File: config.mk
export PLATFORM = sky130hd
export DESIGN_NAME = cacheline_arbiter
export DESIGN_NICKNAME = d
export VERILOG_FILES = /design/src/rtl/cacheline_arbiter_pkg.sv /design/src/rtl/cacheline_arbiter_select.sv /design/src/rtl/cacheline_arbiter.sv
export SDC_FILE = /design/constraint.sdc
export NUM_CORES = 1
export LEC_CHECK = 0
export ABC_AREA = 1
export BUFFER_PORTS_ARGS = -buffer_cell sky130_fd_sc_hd__buf_2
export CAP_MARGIN = 20
export CORE_AREA = 2 2 547 549
export DETAILED_ROUTE_END_ITERATION = 10
export DIE_AREA = 0 0 549 551
export PLACE_DENSITY = 0.3
export SLEW_MARGIN = 20
export SYNTH_ARGS = -nofsm -noshare
export SYNTH_HDL_FRONTEND = slang
export SYNTH_SLANG_ARGS = --single-unit
File: constraint.sdc
create_clock -name clk -period 1.18 [get_ports clk]
set_input_delay 0.177 -clock clk [delete_from_list [all_inputs] [get_ports clk]]
set_output_delay 0.177 -clock clk [all_outputs]
set_load 0.02 [all_outputs]
File: src/rtl/cacheline_arbiter_pkg.sv
// Shared types for the cacheline arbiter: FSM states, requester ids and line geometry.
// Optional round-robin arbitration is enabled by defining CACHELINE_ARB_RR_EN.
package cacheline_arb_types;

  localparam int LINE_W = 256;
  localparam int ADDR_W = 32;

  typedef logic [31:0] rv32i_word;

  typedef enum logic [1:0] {
    IDLE    = 2'd0,
    SERVE_I = 2'd1,
    SERVE_D = 2'd2
  } arb_state_t;

  typedef enum logic {
    SRC_I = 1'b0,
    SRC_D = 1'b1
  } req_src_t;

endpackage

File: src/rtl/cacheline_arbiter_select.sv
// Combinational grant pick between I-cache and D-cache requests.
// CACHELINE_ARB_RR_EN selects round-robin on collisions; otherwise D-cache always wins.
module cacheline_arb_select
  import cacheline_arb_types::*;
(
  input  logic     i_req,
  input  logic     d_req,
  input  req_src_t last_grant,
  output logic     grant_valid,
  output req_src_t grant_src
);

`ifndef CACHELINE_ARB_RR_EN
  // Kept on the port so both builds share one interface.
  logic unused_last_grant;
  assign unused_last_grant = last_grant;
`endif

  always_comb begin
    grant_valid = i_req | d_req;
    grant_src   = SRC_D;
    if (i_req && d_req) begin
`ifdef CACHELINE_ARB_RR_EN
      grant_src = (last_grant == SRC_D) ? SRC_I : SRC_D;
`else
      grant_src = SRC_D;
`endif
    end else if (i_req) begin
      grant_src = SRC_I;
    end
  end

endmodule

File: src/rtl/cacheline_arbiter.sv
// Shares one cacheline adaptor port between the I-cache and D-cache, one transaction at a time.
// Valid/ready: a cache holds its request until its resp pulse; the grant is held until mem_resp.
// Arbitration mode is set by CACHELINE_ARB_RR_EN (round-robin) or its absence (fixed D priority).
module cacheline_arbiter
  import cacheline_arb_types::*;
#(
  parameter int LINE_W_P = LINE_W,
  parameter int ADDR_W_P = ADDR_W
) (
  input  logic                clk,
  input  logic                rst,
  input  logic                i_read,
  input  logic [ADDR_W_P-1:0] i_address,
  output logic [LINE_W_P-1:0] i_rdata,
  output logic                i_resp,
  input  logic                d_read,
  input  logic                d_write,
  input  logic [ADDR_W_P-1:0] d_address,
  input  logic [LINE_W_P-1:0] d_wdata,
  output logic [LINE_W_P-1:0] d_rdata,
  output logic                d_resp,
  output logic                mem_read,
  output logic                mem_write,
  output logic [ADDR_W_P-1:0] mem_address,
  output logic [LINE_W_P-1:0] mem_wdata,
  input  logic [LINE_W_P-1:0] mem_rdata,
  input  logic                mem_resp,
  output arb_state_t          dbg_state
);

  arb_state_t state_q, state_d;
  req_src_t   last_grant_q, last_grant_d;
  logic       grant_valid;
  req_src_t   grant_src;

  cacheline_arb_select u_select (
    .i_req       (i_read),
    .d_req       (d_read | d_write),
    .last_grant  (last_grant_q),
    .grant_valid (grant_valid),
    .grant_src   (grant_src)
  );

  always_comb begin
    state_d      = state_q;
    last_grant_d = last_grant_q;
    case (state_q)
      IDLE: begin
        if (grant_valid) begin
          state_d      = (grant_src == SRC_D) ? SERVE_D : SERVE_I;
          last_grant_d = grant_src;
        end
      end
      SERVE_I, SERVE_D: begin
        if (mem_resp) state_d = IDLE;
      end
      default: state_d = IDLE;
    endcase
  end

  always_ff @(posedge clk) begin
    if (rst) begin
      state_q      <= IDLE;
      last_grant_q <= SRC_D;
    end else begin
      state_q      <= state_d;
      last_grant_q <= last_grant_d;
    end
  end

  // Outputs are forced low while rst is high so an aborted transaction drops immediately.
  always_comb begin
    mem_read    = 1'b0;
    mem_write   = 1'b0;
    mem_address = '0;
    mem_wdata   = '0;
    i_resp      = 1'b0;
    d_resp      = 1'b0;
    if (!rst) begin
      case (state_q)
        SERVE_I: begin
          mem_read    = 1'b1;
          mem_address = i_address;
          i_resp      = mem_resp;
        end
        SERVE_D: begin
          mem_write   = d_write;
          mem_read    = d_read & ~d_write;
          mem_address = d_address;
          mem_wdata   = d_wdata;
          d_resp      = mem_resp;
        end
        default: ;
      endcase
    end
  end

  assign i_rdata   = mem_rdata;
  assign d_rdata   = mem_rdata;
  assign dbg_state = state_q;

  a_d_rw_exclusive: assert property (@(posedge clk) disable iff (rst)
    !(d_read && d_write));

  a_i_req_held: assert property (@(posedge clk) disable iff (rst)
    (state_q == SERVE_I) |-> i_read);

  a_d_req_held: assert property (@(posedge clk) disable iff (rst)
    (state_q == SERVE_D) |-> (d_read || d_write));

endmodule

==> metrics.yaml, run 1 <==
finish:
  fillerInstances: 35100
  largest_register_ff_count: 2
  synthToLayoutAreaGrowth_pct: 164
  layout-drive-gt1-share_pct: 84.4
  nNetsFinal: 1964
  final-instance-count-excl-fill: 5333
sta:
  hold_viol: 0
  grt_setup_unrepaired: "true"
  drv_slew: 0
  setup-violations-final: 294
  timing.setup.tns_ns: -193.85
  period_needed_ns: 1.98
  worst_slew_pin_slew_ns: 0.372
  relSlewSlack_pct: 75.2
  clock_skew_ns: 0.00186
  worst_slack_ns: -0.796
  fmaxAchievable_mhz: 506
  holdWs_ns: 0.247
  timing.final.crit_share_pct: 167
setup_path:
  cp_max_fo: 6
  worst_path_most_repeated_cell: "buf_6"
  worst_path_max_delay_cell: "dfxtp_4"
  cp.arrival_ns: 1.80
  cp_data_required_time_ns: 1.00
  start_kind: "flop"
  critPathMaxStageDelay_ns: 0.34
  crit_chain: "inv_4, buf_4, buf_6, ha_4, nand2_8, buf_12, a21oi_4, buf_6"
  cp-end-kind: "output port"
  critPathKind: "flop to output port"
floorplanning:
  fp.dieW_um: 549
  core_mm2: 0.296
  initial_core_util_pct: 2.28
  rows: 200
  fp.dieH_um: 551
  die-area_mm2: 0.302
  io_pins: 1388
global_routing:
  grt-ovfl-total: 0
  grt_pass1_wl_mm: 182
  grt_antenna_before_repair: 134
  grt_use_total_pct: 10.3
  grt_pass1_vias: 8642
  grt_max_degree: 51
run:
  cap_violations: 0
route:
  wl_met1_mm: 39.4
  initialDrtViolationCount: 537
  ant_nets: 0
  top_layer_used: "met5"
  wl_met2_mm: 67.3
  routedWlPerCell_um: 31.5
  num_vias: 9157
  drc: 0
  vias_per_cell: 1.72
  wl_mm: 168
  drtPass1Iterations: 5
  wl_met3_mm: 52.9
cts:
  path_clk_slew_ns: 0.03
  cts_htree_levels: 1
  root_buffer: "clkbuf_16"
  cts_buffer_depth: 2
  cts_buffers: 3
  cts.sinks: 2
  postCtsHoldBufs: 0
  cts_tree: "done"
  worst_skew_pair.late_latency_ns: 0.23
yosys:
  synth_area_mm2: 0.00676
  netlist.area_leader.share_pct: 56.8
  synth_cells: 1220
  synth_edf_count: 0
  synthDistinctLibCells: 14
  synth_async_sr_flop_share_pct: 0
  synth_seq_cells: 2
  synthTopCellsByCount: "buf_4, nand2_1, nor2_1"
  synth_top_flop_cell: "dfxtp_1"
  synth_fp_nets: 1806
  ys.warnings.count: 0
  synth.largest_area_cell: "buf_4"
  post-synth-top-count-cell: "buf_4"
  syn_area_per_cell_um2: 5.54
  ys_seq_area_share_pct: 0.592
  synthTopCellsByArea: "buf_4, nand2_1, nor2_1, buf_2, a21oi_1"
power:
  powerDensity_mw_per_mm2: 452
  p_seq_share_pct: 1.0
  ir_drop_v: 0.000490
  p_switching_uw: 4390
  clkPwrFrac_pct: 6.4
  intPower_uw: 3690
  p_comb_share_pct: 92.6
  swShare_pct: 54.3
  p_leak_uw: 0.00604
run_status:
  violations: "negative setup slack"
  outcome: "finished, violations left"
worst_hold_path:
  hold_class: "input port to flop"
placed_design:
  globalplace.congestion: 0.889
  place_inst: 5257
  io_buffers: 619
  dp_hpwl_mm: 154
stage by stage:
stage                     power, µW  instance area [µm²]  setup WS, ns  utilization (%)
after floorplan                5040                 8570        -0.277                -
after global placement         5390                14400        -0.843             4.85
after detailed placement       5380                14400        -0.834             4.85
after CTS                      7140                16000        -0.829             5.41
after global routing           8570                17900        -0.820             6.03
final                          8080                17900        -0.796             6.03
critical path: cells and delay by family (launching register included):
| family | cells | cell delay, ns |
|---|---|---|
| flops | 1 | 0.34 |
| fa+ha+maj | 1 | 0.29 |
| compound gates | 1 | 0.18 |
| simple gates | 1 | 0.12 |
| buf+inv | 5 | 0.61 |
metal layers:
| layer | track usage [%] | up-vias |
|---|---|---|
| li1 | - | 3492 |
| met1 | 7.23 | 3848 |
| met2 | 14.2 | 1255 |
| met3 | 15.3 | 516 |
| met4 | 4.34 | 46 |
| met5 | 0 | - |
what timing repair did:
action,CTS,global route
setup buffers,19,13
pin swaps,26,84
cloned,12,16
endpoints found under the setup margin,295,294
gates resized for setup,329,388
layout by cell type, fill, tap and decap left out, drive strengths merged:
cell and instances:
buf 720, nand2 329, nor2 261, a21oi 35
diode 18, clkbuf 16, inv 5, ha 4
dfxtp 2, nand3b 1, clkinvlp 1, nor3 1
nand4 1
cells by family (layout without fill, tap and decap cells):
logic type      count (synthesis)  count (layout)  synth area share, %
flops                           2               2                0.592
fa+ha+maj                       4               4                0.740
compound gates                 35              35                 2.59
buf+inv                       586             742                 63.1
simple gates                  593             593                 33.0
other cells                     0              18                    0
worst paths after layout:
kind / slack, ns / startpoint / cells past startpoint / end
min: 0.25 / i_read / 3 / dbg_state[0]
max: -0.80 / dbg_state[0] / 8 / mem_address[15]
min reg2reg: 0.64 / dbg_state[0] / 3 / dbg_state[0]
max reg2reg: -0.12 / dbg_state[0] / 8 / dbg_state[0]
power by group through the flow:
| stage | Sequential (µW) | Clock [µW] | Combinational, µW |
|---|---|---|---|
| after global routing | 80.3 | 531 | 7960 |
| after detailed placement | 79.9 | 0 | 5300 |
| after floorplan | 92.1 | 0 | 4940 |
| final | 79.6 | 515 | 7490 |
| after CTS | 80.0 | 527 | 6540 |
| after global placement | 80.0 | 0 | 5310 |
area by class of cell:
class	instances	area (µm²)	share of cell area, %
Sequential cell	2	47.5	0.266
Timing Repair Buffer	733	7370	41.2
Multi-Input combinational cell	632	5380	30.1
Inverter	6	33.8	0.189
Antenna cell	18	45.0	0.252
Tap cell	3939	4930	27.6
Clock buffer	3	75.1	0.420
(Power assumes the default switching activity.)
==> run 2: changes to the inputs <==
SKIP_LAST_GASP = 1   (was unset)
==> run 2 against run 1 <==
The flow still finishes with violations (negative setup slack). Sequential share of layout area is essentially flat. Global-route usage barely moved. Via count is 0.48% lower. Total power shrank 6.1%. Combinational power fell by 6.5%. Wire length is 0.69% lower. Cell count is essentially flat. Critical path depth unchanged. Critical path type unchanged. Critical endpoint is now mem_wdata[111]. Largest power group unchanged. Highest routed layer unchanged.
==> metrics.yaml, run 2 (same netlist as run 1, synthesis figures left out) <==
cts:
  cts_buffer_depth: 2
  worst_skew_pair.late_latency_ns: 0.23
  cts_htree_levels: 1
  root_buffer: "clkbuf_16"
  cts.sinks: 2
  postCtsHoldBufs: 0
  cts_buffers: 3
  cts_tree: "done"
  path_clk_slew_ns: 0.03
finish:
  multi_input_area_mm2: 0.00490
  fillerInstances: 35200
  synthToLayoutAreaGrowth_pct: 150
  seqCellArea_um2: 47.5
  nNetsFinal: 1959
  layout_commonest_cell: "buf_2"
  layout-drive-gt1-share_pct: 78.8
  mostFrequentLayoutCells: "buf_2, nand2_1, nor2_4"
  largest_register_ff_count: 2
  design_area_mm2: 0.0169
power:
  intPower_uw: 3430
  clkPwrFrac_pct: 6.8
  powerDensity_mw_per_mm2: 450
  p_comb_share_pct: 92.1
  p_leak_uw: 0.00575
  swShare_pct: 54.8
  ir_drop_v: 0.000476
  p_seq_share_pct: 1.0
  p_switching_uw: 4160
sta:
  timing.setup.tns_ns: -199.25
  hold_viol: 0
  worst_slack_ns: -0.806
  period_needed_ns: 1.99
  timing.final.crit_share_pct: 168
  setup-violations-final: 294
  relSlewSlack_pct: 77.1
  worst_slew_pin_slew_ns: 0.344
  clock_skew_ns: 0.00174
  grt_setup_unrepaired: "true"
  fmaxAchievable_mhz: 503
  drv_slew: 0
floorplanning:
  core_mm2: 0.296
  initial_core_util_pct: 2.28
  fp.dieH_um: 551
  io_pins: 1388
  fp.dieW_um: 549
  die-area_mm2: 0.302
  rows: 200
route:
  vias_per_cell: 1.71
  drtPass1Iterations: 5
  wl_mm: 167
  initialDrtViolationCount: 536
  drc: 0
  num_vias: 9113
  ant_nets: 0
  routedWlPerCell_um: 31.3
run:
  cap_violations: 0
setup_path:
  critPathMaxStageDelay_ns: 0.34
  cp_data_required_time_ns: 1.00
  r2r_start: "dbg_state[0]"
  crit_chain: "inv_4, ha_4, buf_12, buf_12, clkbuf_16, nand2_1, nor2_1, buf_2"
  cp_top_family: "buffers and inverters"
  cp_max_fo: 9
  worst_path_max_delay_cell: "dfxtp_4"
  cp.arrival_ns: 1.81
  start_kind: "flop"
  critPathKind: "flop to output port"
  cp-startpoint: "dbg_state[0]"
  cp-end-kind: "output port"
  worst_path_most_repeated_cell: "buf_12"
  worst-path-buf-inv: 5
global_routing:
  grt_max_degree: 51
  grt_use_total_pct: 10.3
  grt-ovfl-total: 0
  grt_antenna_before_repair: 136
  grt_pass1_wl_mm: 182
  grt_pass1_vias: 8603
placed_design:
  post_dp_cell_area_mm2: 0.0144
  dpl_worst_slack_ns: -0.834
  dp_hpwl_mm: 154
  globalplace.congestion: 0.889
  io_buffers: 619
run_status:
  outcome: "finished, violations left"
  violations: "negative setup slack"
worst_hold_path:
  hold_class: "input port to flop"
  min_from: "i_read"
## run 2: power by group through the flow
| stage | sequential [µW] | combinational (µW) | clock (µW) |
|---|---|---|---|
| 2_1_floorplan | 92.1 | 4940 | 0 |
| 3_3_place_gp | 80.0 | 5310 | 0 |
| 3_5_place_dp | 79.9 | 5300 | 0 |
| 4_1_cts | 80.0 | 6430 | 527 |
| 5_1_grt | 80.3 | 7450 | 531 |
| 6_report | 79.5 | 7000 | 517 |
## run 2: worst paths after layout
check | to | slack, ns | depth (start not counted)
worst min register to register | dbg_state[1] | 0.74 | 4
worst min-delay path | dbg_state[0] | 0.24 | 3
worst max-delay path | mem_wdata[111] | -0.81 | 8
worst max register to register | dbg_state[0] | -0.15 | 8
## run 2: cell type report
class	count	area share [%]
Multi-Input combinational cell	632	29.0
Antenna cell	19	0.282
Inverter	6	0.163
Timing Repair Buffer	728	40.6
Sequential cell	2	0.282
Tap cell	3939	29.2
Clock buffer	3	0.444
## run 2: routing by layer
layer	part of all wire [%]	up-vias	track usage, %	routed length, µm
met5	0.17	-	0	286
met4	4.8	44	4.17	8070
met3	32	510	15.2	52700
met2	40	1302	14.3	66600
met1	24	3788	7.27	39300
li1	-	3469	-	-
## run 2: worst reg2reg max path: stages, from the launching register on
cell,delay [ns]
dfxtp_4,0.34
inv_4,0.04
buf_4,0.12
buf_6,0.11
ha_4,0.28
nand2_1,0.09
nand2_1,0.10
nand2_1,0.05
a21oi_1,0.11
## run 2: repair_timing
action / in CTS / in global routing
setup endpoints to repair: 295 / 294
resized for setup: 240 / 224
pin swaps: 23 / 47
buffers inserted: 19 / 9
gates cloned: 12 / 14
## run 2: per-stage QoR
| stage | util (%) | power, µW | std cells | hold slack (ns) |
|---|---|---|---|---|
| after global placement | 4.85 | 5390 | 5257 | 0.354 |
| after floorplan | - | 5040 | 1220 | 0.338 |
| after CTS | 5.33 | 7040 | 5290 | 0.239 |
| after global routing | 5.70 | 8060 | 5325 | 0.262 |
| after detailed placement | 4.85 | 5380 | 5257 | 0.354 |
| final | 5.70 | 7590 | 5329 | 0.243 |
==> run 3: changes to the inputs <==
BUFFER_PORTS_ARGS = -buffer_cell sky130_fd_sc_hd__clkbuf_2   (was -buffer_cell sky130_fd_sc_hd__buf_2)
==> run 3 against run 2 <==
The flow still finishes with violations (negative setup slack). Largest power group unchanged. Critical path depth stayed put. Worst setup slack better by 0.028 ns. Highest routed layer unchanged. Cell count is 0.49% lower.
==> metrics.yaml, run 3 (same netlist as run 1, synthesis figures left out) <==
power:
  p_comb_share_pct: 91.3
  p_leak_uw: 0.00535
  p_switching_uw: 3740
  swShare_pct: 54.7
  p_total_uw: 6840
  p_seq_share_pct: 1.2
  powerDensity_mw_per_mm2: 426
  ir_drop_v: 0.000338
  clkPwrFrac_pct: 7.5
  intPower_uw: 3100
sta:
  setup-violations-final: 294
  timing.setup.tns_ns: -190.67
  drv_slew: 0
  period_needed_ns: 1.96
  clock_skew_ns: 0.00164
  relSlewSlack_pct: 78.8
  fmaxAchievable_mhz: 511
  timing.final.crit_share_pct: 166
  grt_setup_unrepaired: "true"
  hold_viol: 0
  worst_slew_pin_slew_ns: 0.318
  worst_slack_ns: -0.779
placed_design:
  place_inst: 5262
  io_buffers: 619
  globalplace.congestion: 0.885
  dp_hpwl_mm: 155
run_status:
  outcome: "finished, violations left"
  violations: "negative setup slack"
route:
  routedWlPerCell_um: 30.6
  wl_met2_mm: 65.2
  drc: 0
  drtPass1Iterations: 5
  top_layer_used: "met5"
  num_vias: 8915
  ant_nets: 0
  initialDrtViolationCount: 668
  wl_met1_mm: 36.2
  vias_per_cell: 1.68
  wl_met3_mm: 53.0
  wl_mm: 162
setup_path:
  cp.arrival_ns: 1.78
  cp-startpoint: "dbg_state[0]"
  crit_cells: 8
  r2r_start: "dbg_state[0]"
  cp_top_family: "buffers and inverters"
  worst_path_most_repeated_cell: "buf_12"
  worst-path-buf-inv: 5
  r2r_slack_ns: -0.06
  cp-end-kind: "output port"
  crit_chain: "inv_4, ha_4, buf_12, buf_12, buf_16, nand2_1, nor2_1, clkbuf_4"
  r2r_cells: 7
  critPathKind: "flop to output port"
  cp_data_required_time_ns: 1.00
  cp_max_fo: 32
  worst_path_max_delay_cell: "dfxtp_4"
  critPathMaxStageDelay_ns: 0.34
  cp-endpoint: "mem_wdata[151]"
  reg2reg_to: "dbg_state[0]"
  start_kind: "flop"
floorplanning:
  core_mm2: 0.296
  fp.dieH_um: 551
  die-area_mm2: 0.302
  fp.dieW_um: 549
  io_pins: 1388
  initial_core_util_pct: 2.28
  rows: 200
cts:
  root_buffer: "clkbuf_16"
  cts.sinks: 2
  cts_buffer_depth: 2
  cts_tree: "done"
  path_clk_slew_ns: 0.03
  cts_buffers: 3
  worst_skew_pair.late_latency_ns: 0.23
  cts_htree_levels: 1
finish:
  largest_register_ff_count: 2
  final_util_pct: 5.43
  synthToLayoutAreaGrowth_pct: 138
  layout-drive-gt1-share_pct: 75.5
  multi_input_area_mm2: 0.00452
  layout_commonest_cell: "clkbuf_2"
  mostFrequentLayoutCells: "clkbuf_2, nand2_1, buf_12"
  final-instance-count-excl-fill: 5303
  nNetsFinal: 1938
  seqCellArea_um2: 47.5
  fillerInstances: 35200
global_routing:
  grt_max_degree: 51
  grt_antenna_before_repair: 128
  grt-ovfl-total: 0
  grt_pass1_vias: 8515
  grt_pass1_wl_mm: 180
  grt_use_total_pct: 10.2
run:
  cap_violations: 0
worst_hold_path:
  hold_class: "input port to flop"
[run 3: worst min-delay path, stage by stage]
cell and delay (ns):
clkbuf_2 0.10, nand4_1 0.08, a21oi_1 0.06
[run 3: worst min-delay path by stage]
stage / start / end / slack [ns] / depth (start not counted)
2_1_floorplan: i_read / dbg_state[0] / 0.34 / 2
3_3_place_gp: mem_rdata[130] / i_rdata[130] / 0.35 / 0
3_5_place_dp: mem_rdata[130] / i_rdata[130] / 0.35 / 0
4_1_cts: i_read / dbg_state[0] / 0.25 / 3
5_1_grt: i_read / dbg_state[0] / 0.30 / 3
6_report: i_read / dbg_state[0] / 0.25 / 3
[run 3: metal layers]
metal	global-route usage (%)	up-vias
met5	1.02	-
met4	4.34	38
met3	15.0	501
met2	14.2	1314
met1	6.90	3650
li1	-	3412
[run 3: per-stage QoR]
| stage | instance area (µm²) | hold slack [ns] | setup WS (ns) |
|---|---|---|---|
| after detailed placement | 14700 | 0.354 | -0.617 |
| after global routing | 16100 | 0.305 | -0.799 |
| after CTS | 15500 | 0.253 | -0.785 |
| final | 16100 | 0.253 | -0.779 |
| after global placement | 14700 | 0.354 | -0.618 |
| after floorplan | 8570 | 0.338 | -0.277 |
[run 3: power by group through the flow]
stage / logic [µW] / registers (µW) / clock network, µW
4_1_cts: 6040 / 81.7 / 518
3_3_place_gp: 5460 / 82.2 / 0
6_report: 6250 / 81.8 / 511
5_1_grt: 6640 / 82.8 / 531
2_1_floorplan: 4940 / 92.1 / 0
3_5_place_dp: 5450 / 82.4 / 0
[run 3: cell type report]
cell class | instances | area share (%)
antenna | 14 | 0.218
clock buffer | 3 | 0.467
inverter | 6 | 0.171
multi-input combinational | 632 | 28.1
sequential | 2 | 0.296
tap | 3939 | 30.6
timing repair buffer | 707 | 40.1
[run 3: what timing repair did]
action                                 4_1_cts  5_1_grt
pin swaps                                    2       22
endpoints found under the hold margin        0        0
gates resized for setup                    126      175
hold buffers                                 0        0
setup endpoints to repair                  295      295
gates cloned                                 7        5
buffers inserted                             7        6
